### config.mk
export PLATFORM = sky130hd
export DESIGN_NAME = if_id_pipe
export DESIGN_NICKNAME = d
export VERILOG_FILES = /design/src/rtl/if_id_pipe.sv
export SDC_FILE = /design/constraint.sdc
export NUM_CORES = 1
export LEC_CHECK = 0
export CORE_MARGIN = 2
export CORE_UTILIZATION = 40
export CTS_BUF_LIST = sky130_fd_sc_hd__clkbuf_4 sky130_fd_sc_hd__clkbuf_8
export DETAILED_ROUTE_END_ITERATION = 12
export PLACE_DENSITY_LB_ADDON = 0.3
export SYNTH_ARGS = -nofsm -noshare
export SYNTH_HDL_FRONTEND = slang
export SYNTH_SLANG_ARGS = --single-unit
### constraint.sdc
create_clock -name clk -period 4.38 [get_ports clk]
set_clock_uncertainty 0.15 [all_clocks]
set_input_delay 0.657 -clock clk [delete_from_list [all_inputs] [get_ports clk]]
set_output_delay 0.657 -clock clk [all_outputs]
set_load 0.02 [all_outputs]
### src/rtl/if_id_pipe.sv
// IF/ID pipeline stage: a two-entry skid buffer between fetch and decode.
// The main register drives the decode side. The skid register catches the one
// entry that fetch can push in the same cycle decode stops consuming. Both
// handshake outputs come straight from registered state, so the stage has no
// combinational path from input to output. A saturating counter records how
// many cycles decode held back a valid entry.
module if_id_pipe #(
  parameter int                 PC_W     = 32,
  parameter int                 INST_W   = 32,
  parameter logic [INST_W-1:0]  NOP_INST = {INST_W{1'b0}},
  parameter int                 CNT_W    = 16
) (
  input  logic              clk,
  input  logic              rst,
  // fetch side
  input  logic [PC_W-1:0]   if_pc,
  input  logic [INST_W-1:0] if_inst,
  input  logic              if_valid,
  output logic              if_ready,
  // decode side
  output logic [PC_W-1:0]   id_pc,
  output logic [INST_W-1:0] id_inst,
  output logic              id_valid,
  input  logic              id_ready,
  // control / status
  input  logic              flush,
  output logic [CNT_W-1:0]  stall_cnt
);

  // Number of entries held: none, main only, or main plus skid.
  typedef enum logic [1:0] {
    EMPTY = 2'd0,
    BUSY  = 2'd1,
    FULL  = 2'd2
  } state_e;

  localparam logic [CNT_W-1:0] CNT_MAX = {CNT_W{1'b1}};
  localparam logic [CNT_W-1:0] CNT_ONE = {{(CNT_W-1){1'b0}}, 1'b1};

  state_e              state_q, state_d;
  logic [PC_W-1:0]     main_pc_q, main_pc_d;
  logic [INST_W-1:0]   main_inst_q, main_inst_d;
  logic [PC_W-1:0]     skid_pc_q, skid_pc_d;
  logic [INST_W-1:0]   skid_inst_q, skid_inst_d;
  logic [CNT_W-1:0]    stall_q, stall_d;

  logic                valid_w;
  logic                ready_w;
  logic                accept;
  logic                deliver;

  // Handshake outputs decoded from the registered state only.
  always_comb begin
    valid_w = (state_q != EMPTY);
    ready_w = (state_q != FULL);
  end

  assign accept  = if_valid && ready_w;
  assign deliver = valid_w && id_ready;

  // State register.
  // NOTE: sequential state is updated with non-blocking assignments so every
  // register samples the pre-edge values, whatever order the blocks run in.
  always_ff @(posedge clk or negedge rst) begin
    if (!rst) state_q <= EMPTY;
    else      state_q <= state_d;
  end

  // Next-state logic; flush overrides every handshake event in its cycle.
  always_comb begin
    // NOTE: the default assignment up front keeps every path assigned, so no
    // latch is inferred when a case arm leaves the state unchanged.
    state_d = state_q;
    if (flush) begin
      state_d = EMPTY;
    end else begin
      unique case (state_q)
        EMPTY: if (accept) state_d = BUSY;
        BUSY: begin
          if (accept && !deliver)      state_d = FULL;
          else if (deliver && !accept) state_d = EMPTY;
          else                         state_d = BUSY;
        end
        FULL:    if (deliver) state_d = BUSY;
        default: state_d = EMPTY;
      endcase
    end
  end

  // Output logic: decode-side fields come from the main register.
  always_comb begin
    id_valid  = valid_w;
    if_ready  = ready_w;
    id_pc     = main_pc_q;
    id_inst   = main_inst_q;
    stall_cnt = stall_q;
  end

  // Next value of the main and skid registers for each transition.
  always_comb begin
    main_pc_d   = main_pc_q;
    main_inst_d = main_inst_q;
    skid_pc_d   = skid_pc_q;
    skid_inst_d = skid_inst_q;
    if (flush) begin
      skid_pc_d   = '0;
      skid_inst_d = NOP_INST;
    end else begin
      unique case (state_q)
        EMPTY: begin
          if (accept) begin
            main_pc_d   = if_pc;
            main_inst_d = if_inst;
          end
        end
        BUSY: begin
          if (accept && deliver) begin
            main_pc_d   = if_pc;
            main_inst_d = if_inst;
          end else if (accept) begin
            skid_pc_d   = if_pc;
            skid_inst_d = if_inst;
          end
        end
        FULL: begin
          if (deliver) begin
            main_pc_d   = skid_pc_q;
            main_inst_d = skid_inst_q;
          end
        end
        default: ;
      endcase
    end
    // An empty stage always presents a zero pc and a bubble instruction.
    if (state_d == EMPTY) begin
      main_pc_d   = '0;
      main_inst_d = NOP_INST;
    end
  end

  // Main and skid registers.
  // NOTE: the skid register is reset along with the main register so the
  // stage leaves reset in a fully known state, not just a known valid flag.
  always_ff @(posedge clk or negedge rst) begin
    if (!rst) begin
      main_pc_q   <= '0;
      main_inst_q <= NOP_INST;
      skid_pc_q   <= '0;
      skid_inst_q <= NOP_INST;
    end else begin
      main_pc_q   <= main_pc_d;
      main_inst_q <= main_inst_d;
      skid_pc_q   <= skid_pc_d;
      skid_inst_q <= skid_inst_d;
    end
  end

  // Back-pressure counter: a valid entry not consumed, saturating, kept across flush.
  always_comb begin
    stall_d = stall_q;
    if (valid_w && !id_ready && !flush && (stall_q != CNT_MAX)) begin
      stall_d = stall_q + CNT_ONE;
    end
  end

  // Stall counter register.
  always_ff @(posedge clk or negedge rst) begin
    if (!rst) stall_q <= '0;
    else      stall_q <= stall_d;
  end

endmodule
==> results of run 1 <==
worst min path at each step:
stage | startpoint | to | slack, ns | cells after the start
2_1_floorplan | rst | id_inst[0] | 0.21 | 0
3_3_place_gp | stall_cnt[10] | stall_cnt[10] | 0.35 | 1
3_5_place_dp | stall_cnt[0] | stall_cnt[0] | 0.37 | 1
4_1_cts | rst | id_pc[2] | 0.20 | 1
5_1_grt | rst | id_pc[3] | 0.23 | 1
6_report | rst | id_pc[2] | 0.16 | 1
flip-flops by register name, indices dropped and copies added (netlist names):
name         flops
id_inst         32
id_pc           32
skid_inst_q     32
skid_pc_q       32
stall_cnt       16
state_q          2
power breakdown:
group | internal [mW] | switching (mW) | total (mW)
combinational | 0.230 | 0.290 | 0.519
clock | 0.567 | 0.491 | 1.06
sequential | 1.42 | 0.0623 | 1.48
cells in the final DEF, fill, tap and decap left out, types with 2 or more instances in the layout:
cell type	synthesis	layout
nand2_1	262	261
clkdlybuf4s50_1	0	148
dfrtp_1	146	146
nor2_1	73	73
a21oi_1	67	67
a311oi_1	64	64
clkbuf_8	0	20
buf_4	0	9
nand4_1	8	8
xor2_1	6	6
nand3_1	5	5
xnor2_1	5	5
clkinvlp_4	0	4
nor4_1	3	3
clkbuf_4	0	3
clkinv_2	0	3
inv_1	3	2
mux2i_1	2	2
nand2b_1	2	2
a31oi_1	2	2
nor3_1	2	2
bufinv_16	0	2
buf_12	0	2
cell families (layout without fill, tap and decap cells):
kind of cell             count (synthesis)  after routing  synth area share
flip-flops                             146            146             0.566
AO/OA/AOI/OAI                          138            138             0.146
AND/OR/NAND/NOR                        367            367             0.227
buffers and inverters                   60            196            0.0374
multiplexers                             4              4           0.00659
adder cells (fa/ha/maj)                  1              1           0.00194
XOR/XNOR                                11             11            0.0149
per-layer routing:
metal	vias to the layer above	routed length [µm]	track usage
met4	0	160	0.0563
met3	15	980	0.0434
met5	-	0	0
li1	2701	-	-
met2	157	7900	0.324
met1	2703	7220	0.269
layout make-up:
class                      instances  share of cell area
tap                              216              0.0317
sequential                       146               0.428
timing repair buffer             161               0.188
multi-input combinational        521               0.303
inverter                           3             0.00132
clock inverter                     9              0.0123
clock buffer                      23              0.0349
critical path, stage by stage, from the launching register on:
cell and delay (ns):
dfrtp_1 0.46, nor2b_4 0.16, inv_2 0.48, clkdlybuf4s50_1 0.73
==> impl_metrics.py, run 1 <==
metrics = {
    "status": {
        "outcome": "complete, no violations",
    },
    "sta": {
        "maxSlewHeadroom": 0.383,
        "min_period_ns": 3.07,
        "fmax_ghz": 0.325,
        "setup_tns_ns": 0,
        "worst_slack_ns": 1.31,
        "period_share": 0.702,
        "slew_violations": 0,
        "rsz0062_at_grt": "false",
        "worstMarginPinSlew_ns": 0.926,
        "finalSetupViolations": 0,
        "hold_viol_final": 0,
        "hold_slack_ns": 0.161,
    },
    "die": {
        "io_pins": 151,
        "initial_core_util": 0.408,
        "fp.dieH_um": 131,
        "die_area_um2": 17200,
        "coreArea_um2": 15800,
        "fp-row-count": 46,
        "fp.dieW_um": 131,
    },
    "drt": {
        "vias_per_cell": 5.17,
        "post_drt_wl_per_cell_um": 15.1,
        "vias": 5576,
        "ant_nets": 0,
        "drc": 0,
        "dr.pass1.iters": 5,
        "drt_wl_total_um": 16300,
        "drt_iter0_markers": 427,
    },
    "cts": {
        "clock_path_buffers": 2,
        "clk_latency_ns": 0.44,
        "cts_max_level": 4,
        "cts_tree": "yes",
        "cts-resized-gates": 0,
        "post_cts_buffers": 0,
        "path_clk_slew_ns": 0.07,
        "cts_sinks": 146,
        "cts_hold_buffers": 0,
        "ctsRootBufferMaster": "clkbuf_8",
        "numCtsBuffers": 17,
    },
    "logic_synthesis": {
        "yosys.area.top_type": "dfrtp_1",
        "syn-cell-area_um2": 6460,
        "ys_ff_latch": 146,
        "yosysWarningCount": 0,
        "synth-async-reset-ratio": 1.00,
        "synth_edf_count": 0,
        "syn-num-nets": 797,
        "avgSynthCellArea_um2": 8.89,
        "synthFlopType": "dfrtp_1",
        "synth_common_cells": "nand2_1, dfrtp_1, nor2_1, a21oi_1, a311oi_1",
        "synth_top_cell_area_share": 0.566,
        "yosys-top-cells-area": "dfrtp_1, nand2_1, a311oi_1, a21oi_1, nor2_1",
        "synth.most_common_cell": "nand2_1",
        "seq_area_frac_synth": 0.566,
        "ys_types": 37,
        "syn-instance-count": 727,
    },
    "final_layout": {
        "syn_to_final_growth_pct": 32.1,
        "fin_nets": 920,
        "final_util": 0.539,
        "stdcell_area_um2": 8530,
        "layout-drive-gt1-share": 0.0637,
        "stdcell_count": 1079,
        "n_antenna_cell": 0,
        "fillCellCount": 1489,
        "multi_input_area_um2": 2590,
        "seqCellArea_um2": 3650,
    },
    "placement": {
        "place_area_um2": 8130,
        "place_ws_ns": 1.41,
        "dp_cells": 1047,
        "gp_congestion": 0.776,
        "place_hpwl_um": 9940,
        "portBuffers": 150,
    },
    "power_and_ir_drop": {
        "vdd_drop_max_uv": 302,
        "p_leak_nw": 3.59,
        "p_total_mw": 3.06,
        "power_density_nw_per_um2": 359,
    },
    "worst_setup_path": {
        "endpoint": "if_ready",
        "cp_max_fo": 34,
        "cp-start-kind": "register",
        "cp.arrival_ns": 2.27,
        "r2r_start": "state_q[1]",
        "crit_required_ns": 3.57,
        "crit_type": "register to primary output",
        "r2r_end": "id_pc[8]",
        "crit_start": "state_q[1]",
        "reg2reg_slack_ns": 1.94,
        "rr_worst_depth": 5,
        "end_kind": "primary output",
    },
    "flow_run": {
        "drv_cap": 0,
    },
    "global_route": {
        "grt_pass1_wl_um": 26500,
        "overflow": 0,
        "grt_antenna_before_repair": 0,
        "track_usage": 0.199,
        "grt_start_max_net_pins": 103,
        "first_global_vias": 5300,
    },
    "worst_hold_path": {
        "worstHoldPathType": "input pin to async pin",
    },
}
(Power assumes the default switching activity.)
==> run 2: changes to the inputs <==
Clock period 4.38 ns to 2.51 ns, I/O delays scaled along.
==> run 2 against run 1 <==
Compared with the run above:
- worst setup slack worse by 1.1 ns
- combinational power increased by 80%
- power is 75% higher
- worst hold slack improved by 0.13 ns
==> impl_metrics.py, run 2 (synthesis gave the netlist of run 1 again) <==
metrics = {
    "status": {
        "outcome": "complete, no violations",
    },
    "sta": {
        "slew_violations": 0,
        "hold_slack_ns": 0.296,
        "maxSlewHeadroom": 0.484,
        "rsz0062_at_grt": "false",
        "worst_slack_ns": 0.188,
        "period_share": 0.925,
        "min_period_ns": 2.32,
        "setup_tns_ns": 0,
        "worstMarginPinSlew_ns": 0.774,
        "finalSetupViolations": 0,
        "fmax_ghz": 0.431,
        "hold_viol_final": 0,
    },
    "drt": {
        "dr.pass1.iters": 5,
        "drt_wl_total_um": 16300,
        "ant_nets": 0,
        "vias": 5470,
        "post_drt_wl_per_cell_um": 15.1,
        "drt_iter0_markers": 324,
        "drc": 0,
        "vias_per_cell": 5.04,
    },
    "final_layout": {
        "layout_commonest_cell": "nand2_1",
        "n_antenna_cell": 0,
        "fillCellCount": 1477,
        "multi_input_area_um2": 2590,
        "syn_to_final_growth_pct": 34.1,
        "fin_nets": 926,
        "final_util": 0.547,
        "stdcell_count": 1085,
        "seqCellArea_um2": 3650,
        "stdcell_area_um2": 8660,
        "final_cell_mix": "nand2_1, clkdlybuf4s50_1, dfrtp_1, nor2_1, a21oi_1",
        "layout-drive-gt1-share": 0.0702,
    },
    "cts": {
        "clk_latency_ns": 0.45,
        "post_cts_buffers": 0,
        "numCtsBuffers": 17,
        "ctsRootBufferMaster": "clkbuf_8",
        "clock_path_buffers": 2,
        "cts_sinks": 146,
        "path_clk_slew_ns": 0.08,
        "cts_tree": "yes",
        "cts_max_level": 4,
    },
    "power_and_ir_drop": {
        "power_density_nw_per_um2": 618,
        "p_leak_nw": 3.66,
        "vdd_drop_max_uv": 464,
        "p_total_mw": 5.35,
    },
    "worst_setup_path": {
        "end_kind": "primary output",
        "reg2reg_slack_ns": 0.43,
        "crit_type": "register to primary output",
        "cp-start-kind": "register",
        "cp_max_fo": 8,
        "cp.arrival_ns": 1.80,
        "crit_required_ns": 1.98,
    },
    "die": {
        "fp.dieH_um": 131,
        "fp.dieW_um": 131,
        "coreArea_um2": 15800,
        "initial_core_util": 0.408,
        "io_pins": 151,
        "fp-row-count": 46,
        "die_area_um2": 17200,
    },
    "placement": {
        "place_area_um2": 8250,
        "gp_congestion": 0.799,
        "portBuffers": 150,
        "place_ws_ns": 0.0846,
        "dp_cells": 1052,
        "place_hpwl_um": 9820,
    },
    "global_route": {
        "grt_antenna_before_repair": 0,
        "grt_pass1_wl_um": 26000,
        "first_global_vias": 5127,
        "overflow": 0,
        "track_usage": 0.195,
        "grt_start_max_net_pins": 79,
    },
    "worst_hold_path": {
        "worstHoldPathType": "input pin to async pin",
    },
    "flow_run": {
        "drv_cap": 0,
    },
}
==> run 2: cell types whose count changed in the layout (fill, tap and decap cells not counted) <==
cell	change
clkinv_2	+2
clkinv_4	+1
clkinvlp_4	-2
buf_12	+7
clkbuf_8	-1
nor2_2	+1
buf_4	-2
dlygate4sd3_1	+1
nor2_1	-1
==> run 2: timing repair <==
item,4_1_cts,5_1_grt
resized for setup,0,1
hold buffers,1,0
endpoints found under the setup margin,0,1
hold endpoints to repair,48,0
==> run 2: cell type report <==
type / count / area share
repair buffers: 167 / 0.201
clock inverters: 10 / 0.0126
clock buffers: 22 / 0.0328
flip-flops and latches: 146 / 0.422
multi-input cells: 521 / 0.299
inverters: 3 / 0.00130
well taps: 216 / 0.0312
==> run 2: path summary, 6_finish.rpt <==
path / depth (start not counted) / end / from
min in group clk: 5 / stall_cnt[10] / flush
max in group asynchronous: 3 / id_inst[22] / rst
setup reg to reg: 5 / stall_cnt[1] / stall_cnt[0]
hold / removal: 2 / id_pc[4] / rst
setup / recovery: 3 / id_valid / state_q[1]
hold reg to reg: 2 / skid_pc_q[0] / skid_pc_q[0]
==> run 2: critical path: stages, from the launching register on <==
cell	delay [ns]
dfrtp_1	0.46
nor2_2	0.24
inv_1	0.10
clkdlybuf4s50_1	0.55
==> run 2: power by group <==
part | internal (mW) | total [mW] | switching (mW)
Combinational | 0.420 | 0.932 | 0.512
Clock | 0.961 | 1.83 | 0.868
Sequential | 2.48 | 2.59 | 0.110
==> run 2: metal layers <==
metal,global-route usage,vias to the layer above,share of wire
met5,0,-,0
li1,-,2719,-
met4,0.0563,0,0.012
met2,0.309,148,0.48
met3,0.0471,16,0.055
met1,0.270,2587,0.45
==> run 3: changes to the inputs <==
Settings changed: SLEW_MARGIN set to 20.
==> results of run 3 <==
Final layout, timing and power as in run 2 (identical DEF).
